==> src/rtl/imem_loader.sv <==
// Boot loader: takes a length-prefixed byte stream, writes little-endian 32-bit words
// into instruction memory from address 0, and releases the core once the XOR checksum matches.
module imem_loader #(
  parameter int DEPTH_WORDS = 64,
  parameter int ADDR_W      = 6
) (
  input  logic              CLK,
  input  logic              RST,
  input  logic [7:0]        rx_data,
  input  logic              rx_valid,
  output logic              rx_ready,
  output logic              imem_we,
  output logic [ADDR_W-1:0] imem_addr,
  output logic [31:0]       imem_wdata,
  output logic              core_hold,
  output logic              load_done,
  output logic              load_err,
  output logic [15:0]       words_loaded
);

  typedef enum logic [2:0] {
    S_LEN0, S_LEN1, S_DATA, S_CSUM, S_DONE, S_ERR
  } state_t;

  localparam logic [15:0] DEPTH_W16 = 16'(DEPTH_WORDS);

  state_t              state_q, state_d;
  logic [15:0]         len_q, len_d;
  logic [15:0]         cnt_q, cnt_d;
  logic [1:0]          idx_q, idx_d;
  logic [7:0]          csum_q, csum_d;
  logic [23:0]         buf_q, buf_d;
  logic                we_q, we_d;
  logic [ADDR_W-1:0]   addr_q, addr_d;
  logic [31:0]         wdata_q, wdata_d;
  logic                accept;
  logic [15:0]         len_full;

  assign rx_ready = (state_q == S_LEN0) || (state_q == S_LEN1) ||
                    (state_q == S_DATA) || (state_q == S_CSUM);
  assign accept   = rx_valid && rx_ready;
  assign len_full = {rx_data, len_q[7:0]};

  always_comb begin
    state_d = state_q;
    len_d   = len_q;
    cnt_d   = cnt_q;
    idx_d   = idx_q;
    csum_d  = csum_q;
    buf_d   = buf_q;
    we_d    = 1'b0;
    addr_d  = addr_q;
    wdata_d = wdata_q;
    if (accept) begin
      case (state_q)
        S_LEN0: begin
          len_d[7:0] = rx_data;
          state_d    = S_LEN1;
        end
        S_LEN1: begin
          len_d = len_full;
          if (len_full > DEPTH_W16)  state_d = S_ERR;
          else if (len_full == 16'd0) state_d = S_CSUM;
          else                        state_d = S_DATA;
        end
        S_DATA: begin
          csum_d = csum_q ^ rx_data;
          idx_d  = idx_q + 2'd1;
          if (idx_q == 2'd3) begin
            // Fourth byte bypasses buf so the write issues on this same edge.
            we_d    = 1'b1;
            addr_d  = cnt_q[ADDR_W-1:0];
            wdata_d = {rx_data, buf_q};
            cnt_d   = cnt_q + 16'd1;
            if (cnt_q + 16'd1 == len_q) state_d = S_CSUM;
          end else begin
            buf_d[8*idx_q +: 8] = rx_data;
          end
        end
        S_CSUM: state_d = (rx_data == csum_q) ? S_DONE : S_ERR;
        default: state_d = state_q;
      endcase
    end
  end

  always_ff @(posedge CLK or posedge RST) begin
    if (RST) begin
      state_q <= S_LEN0;
      len_q   <= '0;
      cnt_q   <= '0;
      idx_q   <= '0;
      csum_q  <= '0;
      buf_q   <= '0;
      we_q    <= 1'b0;
      addr_q  <= '0;
      wdata_q <= '0;
    end else begin
      state_q <= state_d;
      len_q   <= len_d;
      cnt_q   <= cnt_d;
      idx_q   <= idx_d;
      csum_q  <= csum_d;
      buf_q   <= buf_d;
      we_q    <= we_d;
      addr_q  <= addr_d;
      wdata_q <= wdata_d;
    end
  end

  assign imem_we      = we_q;
  assign imem_addr    = addr_q;
  assign imem_wdata   = wdata_q;
  assign words_loaded = cnt_q;
  assign core_hold    = (state_q != S_DONE);
  assign load_done    = (state_q == S_DONE);
  assign load_err     = (state_q == S_ERR);

endmodule

==> config.mk <==
export PLATFORM = sky130hd
export DESIGN_NAME = imem_loader
export DESIGN_NICKNAME = d
export VERILOG_FILES = /design/src/rtl/imem_loader.sv
export SDC_FILE = /design/constraint.sdc
export NUM_CORES = 1
export LEC_CHECK = 0
export ABC_AREA = 1
export ABC_CLOCK_PERIOD_IN_PS = 9800
export BUFFER_PORTS_ARGS = -buffer_cell sky130_fd_sc_hd__buf_2
export CORE_ASPECT_RATIO = 2
export CORE_MARGIN = 8
export CORE_UTILIZATION = 45
export CTS_CLUSTER_SIZE = 24
export DETAILED_ROUTE_END_ITERATION = 8
export PLACE_DENSITY = 0.71
export SETUP_SLACK_MARGIN = 0.02
export SKIP_LAST_GASP = 1
export SYNTH_ARGS = -nofsm -noshare
export SYNTH_HDL_FRONTEND = slang
export SYNTH_SLANG_ARGS = --single-unit
==> constraint.sdc <==
create_clock -name CLK -period 9.8 [get_ports CLK]
set_clock_uncertainty 0.05 [all_clocks]
set_input_delay 1.47 -clock CLK [delete_from_list [all_inputs] [get_ports CLK]]
set_output_delay 1.47 -clock CLK [all_outputs]
set_load 0.005 [all_outputs]
======== Word-level counts from Yosys, hierarchy flattened ========
Index checks and enable logic that the tools add are counted.
storage, ports and cells
  register bits after elaboration ......... 108
  latch bits .............................. 0
  memory bits (writable) .................. 0
  bits in read-only memories .............. 0
  input port bits ......................... 11
  output and inout port bits .............. 59
  memories ................................ 0
cells by class
  add/sub/neg operators ................... 3
  $mul .................................... 0
  div/mod/pow operators ................... 0
  magnitude comparators ................... 1
  equal/unequal tests ..................... 11
  shift operators ......................... 2
  mux-type cells .......................... 10
  bitwise gates (word level) .............. 2
  reductions and logical operators ........ 13
operators with widths
  cell                                                                               count
  5-bit negator with 34-bit output                                                   1
  8-bit by 34-bit variable shift with 24-bit output (first input constant)           1
  8-bit by 34-bit indexed part select with 24-bit output                             1
  24-bit bitwise mux                                                                 1
  16-bit by 1-bit adder with 16-bit output (second input constant)                   1
  16-bit == test                                                                     1
  16-bit by 7-bit greater-than comparator with 1-bit output (second input constant)  1
  16-bit zero test                                                                   1
  3-bit case mux with 4 select lines                                                 1
  3-bit 2-to-1 mux                                                                   3
  8-bit == test                                                                      1
  8-bit bitwise XOR                                                                  1
  3-bit by 2-bit == test with 1-bit output (second input constant)                   2
  3-bit == test (second input constant)                                              2
  2-bit AND reduction                                                                3
  3-bit AND reduction                                                                2
  1-bit 2-to-1 mux                                                                   5
  2-bit by 1-bit != test with 1-bit output (second input constant)                   2
  4-bit AND reduction                                                                1
  4-bit nonzero test                                                                 1
  3-bit by 1-bit == test with 1-bit output (second input constant)                   1
  3-bit zero test                                                                    1
  1-bit logical OR                                                                   3
  3-bit != test (second input constant)                                              1
  other kinds (4)                                                                    4

======== Logic depth before layout (Yosys ltp) ========
  depth in word-level cells ............... 6
  mapped depth ............................ 15
  depth with buffers taken out ............ 15

======== Least setup slack after synthesis ========
Ideal clock, no wire load.
  kind .................................... input -> register
  from .................................... in rx_valid
  to ...................................... reg buf_q[21]
  library setup time ...................... 0.083 ns
  arrival ................................. 2.473 ns
  required time ........................... 9.667 ns
  slack ................................... 7.195 ns
  stages on the path ...................... 7
  path buffers ............................ 1
  path through ............................ inv_1 nor2_1 nand3_1 nor2_1 buf_2 nand3_1 o21ai_0
on the way
  cells in the longest elaborated chain, start to end .. 2
ends and longest elaborated chain
  element                               RTL line  text
  start, declared                       10        input logic rx_valid,
  1-bit logical AND                     41        assign accept = rx_valid && rx_ready;
  3-bit AND reduction (no source line)  --
  end signal, assigned                  103       buf_q <= buf_d;
  end, declared                         32        logic [23:0] buf_q, buf_d;
No other way between the ends.
A chain may end at the register's enable or synchronous reset.

======== Worst setup path in the final report ========
  from .................................... in rx_valid
  to ...................................... reg addr_q[4], in the netlist imem_addr[4]
on the way
  cells in the longest elaborated chain, start to end .. 2
ends and longest elaborated chain
  element                               RTL line  text
  1-bit logical AND                     41
  3-bit AND reduction (no source line)  --
  end signal, assigned                  105       addr_q <= addr_d;
  end, declared                         34        logic [ADDR_W-1:0] addr_q, addr_d;
No other way between the ends.

==> impl_metrics.py <==
metrics = {
    "synth": {
        "yosys_register_bits": 108,
        "avgSynthCellArea_sq_um": 8.16,
        "synth_cell_types": 26,
        "ys_seq_area_share_pct": 52.6,
        "netlist_instances": 630,
        "syn-cell-area_sq_mm": 0.00514,
        "synth.net_count": 647,
        "yosys_warnings": 0,
    },
    "run_status": {
        "status": "finished clean",
    },
    "critical_path": {
        "worstPathMaxFanout": 59,
        "cp-start-kind": "primary input",
        "r2r_end": "imem_addr[1]",
        "ff2ff_path_depth": 9,
        "critical_path_class": "in -> reg",
        "crit_required_ns": 10.03,
        "regToRegSetupSlack_ns": 7.36,
        "worst_r2r_startpoint": "state_q[2]",
        "critPathArrivalTime_ns": 3.32,
        "cp-end-kind": "flop",
    },
    "route": {
        "wl_per_cell_microns": 15.2,
        "viasPerCell": 5.19,
        "dr_total_vias": 4374,
        "first_pass_iters": 5,
        "drcViolationCount": 0,
        "ant_nets": 0,
        "wirelength_mm": 12.8,
        "drtIter0Drc": 183,
    },
    "global_route": {
        "grt_start_max_net_pins": 76,
        "antenna_found_initial": 0,
        "grt_pass1_vias": 4460,
        "grt_usage_pct": 17.1,
        "grt.overflow.total": 0,
        "grt_pass1_wl_mm": 21.1,
    },
    "timing": {
        "min_period_ns": 3.09,
        "setup_slack_ns": 6.71,
        "hold_viol": 0,
        "fin_setup_tns_ns": 0,
        "fmax_mhz": 324,
        "rsz0062_at_grt": "false",
        "relSlewSlack_pct": 38.3,
        "finalSetupViolCount": 0,
        "worstMarginPinSlew_ns": 0.925,
        "drv_slew": 0,
        "fin_crit_sh_pct": 31.5,
    },
    "finish": {
        "antenna_cells": 0,
        "syn_to_final_growth_pct": 14.9,
        "final_cell_mix": "nand2_1 (172), dfrtp_1 (108), inv_1 (78)",
        "fin_cells": 842,
        "drive_gt1_share_pct": 15.1,
        "fin_util_pct": 52.7,
        "final_common_cell": "nand2_1",
        "fin_nets": 712,
        "design_area_sq_mm": 0.00591,
        "nFillCells": 1055,
    },
    "clock_network": {
        "hold_buffers": 0,
        "cts_max_path_buffers": 2,
        "path_clk_slew_ns": 0.08,
        "clock-sinks": 108,
        "cts_tree": "built",
        "cts_max_level": 3,
        "clk_latency_ns": 0.35,
        "root_buffer": "clkbuf_16",
        "post_cts_buffers": 0,
        "post_cts_resized": 0,
        "numCtsBuffers": 9,
    },
    "min_path": {
        "hp-class": "reg -> reg",
        "hold_end": "imem_addr[2]",
        "min-delay-start": "imem_addr[2]",
        "worstHoldPathCells": 2,
    },
    "floorplan": {
        "num_rows": 55,
        "fp.dieW_microns": 91.6,
        "coreArea_sq_mm": 0.0112,
        "die_h_microns": 167,
        "ioPinCount": 70,
        "initial_utilization_pct": 45.8,
        "die-area_sq_mm": 0.0153,
    },
    "placement": {
        "dp.cells": 826,
        "dpl.hpwl_mm": 9.66,
        "io_buffers": 69,
        "postPlaceCellArea_sq_mm": 0.00560,
        "place_ws_ns": 6.35,
        "place_congestion": 0.907,
    },
    "run": {
        "drv_cap": 0,
    },
    "power_and_ir_drop": {
        "power_leakage_nw": 3.05,
        "power_density_mw_per_mm2": 153,
        "vdd_ir_drop_max_mv": 0.0904,
    },
}
==> cells in the mapped netlist <==
cell / number / area share [%]
nand3b_1: 2 / 0.29
inv_1: 79 / 5.8
xnor2_1: 3 / 0.51
clkinv_1: 1 / 0.073
ha_1: 6 / 1.5
or2_2: 3 / 0.37
nand4_1: 9 / 1.1
nand3_1: 63 / 6.1
nand2_2: 2 / 0.24
xor2_1: 8 / 1.4
nor3_4: 1 / 0.32
nor2_2: 3 / 0.37
xor3_1: 1 / 0.46
inv_2: 4 / 0.29
dfrtp_1: 108 / 53
nor2_4: 2 / 0.44
o21bai_2: 1 / 0.22
nor4_1: 3 / 0.37
buf_2: 13 / 1.3
nor2_8: 2 / 0.78
nor3_1: 2 / 0.19
nor2_1: 36 / 2.6
nand2_1: 172 / 13
clkbuf_1: 4 / 0.29
o21ai_1: 45 / 4.4
o21ai_0: 57 / 5.6
==> power by group <==
group | switching [mW] | total (mW) | internal (mW)
Clock | 0.182 | 0.363 | 0.182
Sequential | 0.0123 | 0.471 | 0.458
Combinational | 0.0464 | 0.0710 | 0.0246
==> routing by layer <==
metal,share of wire [%],wire [microns],vias to the layer above,global-route usage [%]
met5,0,0,-,0
met4,4.3,550,0,9.83
met3,3.4,434,36,3.00
met2,55,7060,98,32.0
met1,37,4730,2094,17.0
li1,-,-,2146,-
==> how the worst max path moves through the flow <==
| stage | start | to | slack [ns] | depth (start not counted) |
|---|---|---|---|---|
| final | rx_valid | imem_addr[4] | 6.71 | 9 |
| after global routing | rx_valid | imem_addr[4] | 6.47 | 9 |
| after CTS | rx_valid | imem_wdata[28] | 6.71 | 9 |
| after detailed placement | rx_valid | imem_wdata[30] | 6.35 | 9 |
| after global placement | rx_valid | imem_wdata[7] | 6.44 | 9 |
| after floorplan | RST | buf_q[0] | 5.43 | 1 |
==> per-stage QoR <==
stage / total power [mW] / hold WS (ns)
floorplan: 0.519 / 0.403
global placement: 0.549 / 0.418
detailed placement: 0.552 / 0.414
CTS: 0.914 / 0.434
global route: 0.941 / 0.462
finish: 0.905 / 0.435
==> layout make-up <==
cell class	count	area, sq um	area share [%]
repair buffers	71	360	6.10
clock buffers	9	225	3.81
multi-input cells	421	2040	34.6
flip-flops and latches	108	2700	45.8
clock inverters	7	81.3	1.38
well taps	142	178	3.01
inverters	84	318	5.38
==> kinds of logic after synthesis <==
family	Yosys count	synth area share, %
adder cells (fa/ha/maj)	6	1.46
AND/OR/NAND/NOR	300	25.8
AO/OA/AOI/OAI	103	10.2
flip-flops	108	52.6
buffers and inverters	101	7.69
XOR/XNOR	12	2.34
==> flip-flops by register name (all words and copies together) (netlist names) <==
register,cells
csum_q,8
buf_q,24
imem_wdata,32
words_loaded,16
len_q,16
idx_q,2
imem_addr,6
state_q,3
imem_we,1
==> worst max-delay path: stages <==
cell     delay (ns)
buf_2          0.10
inv_1          0.16
nor2_8         0.08
inv_2          0.20
nor2_8         0.10
inv_2          0.41
buf_4          0.56
nand2_1        0.11
o21ai_1        0.09
Note: power is estimated with default switching activity, not from simulation.
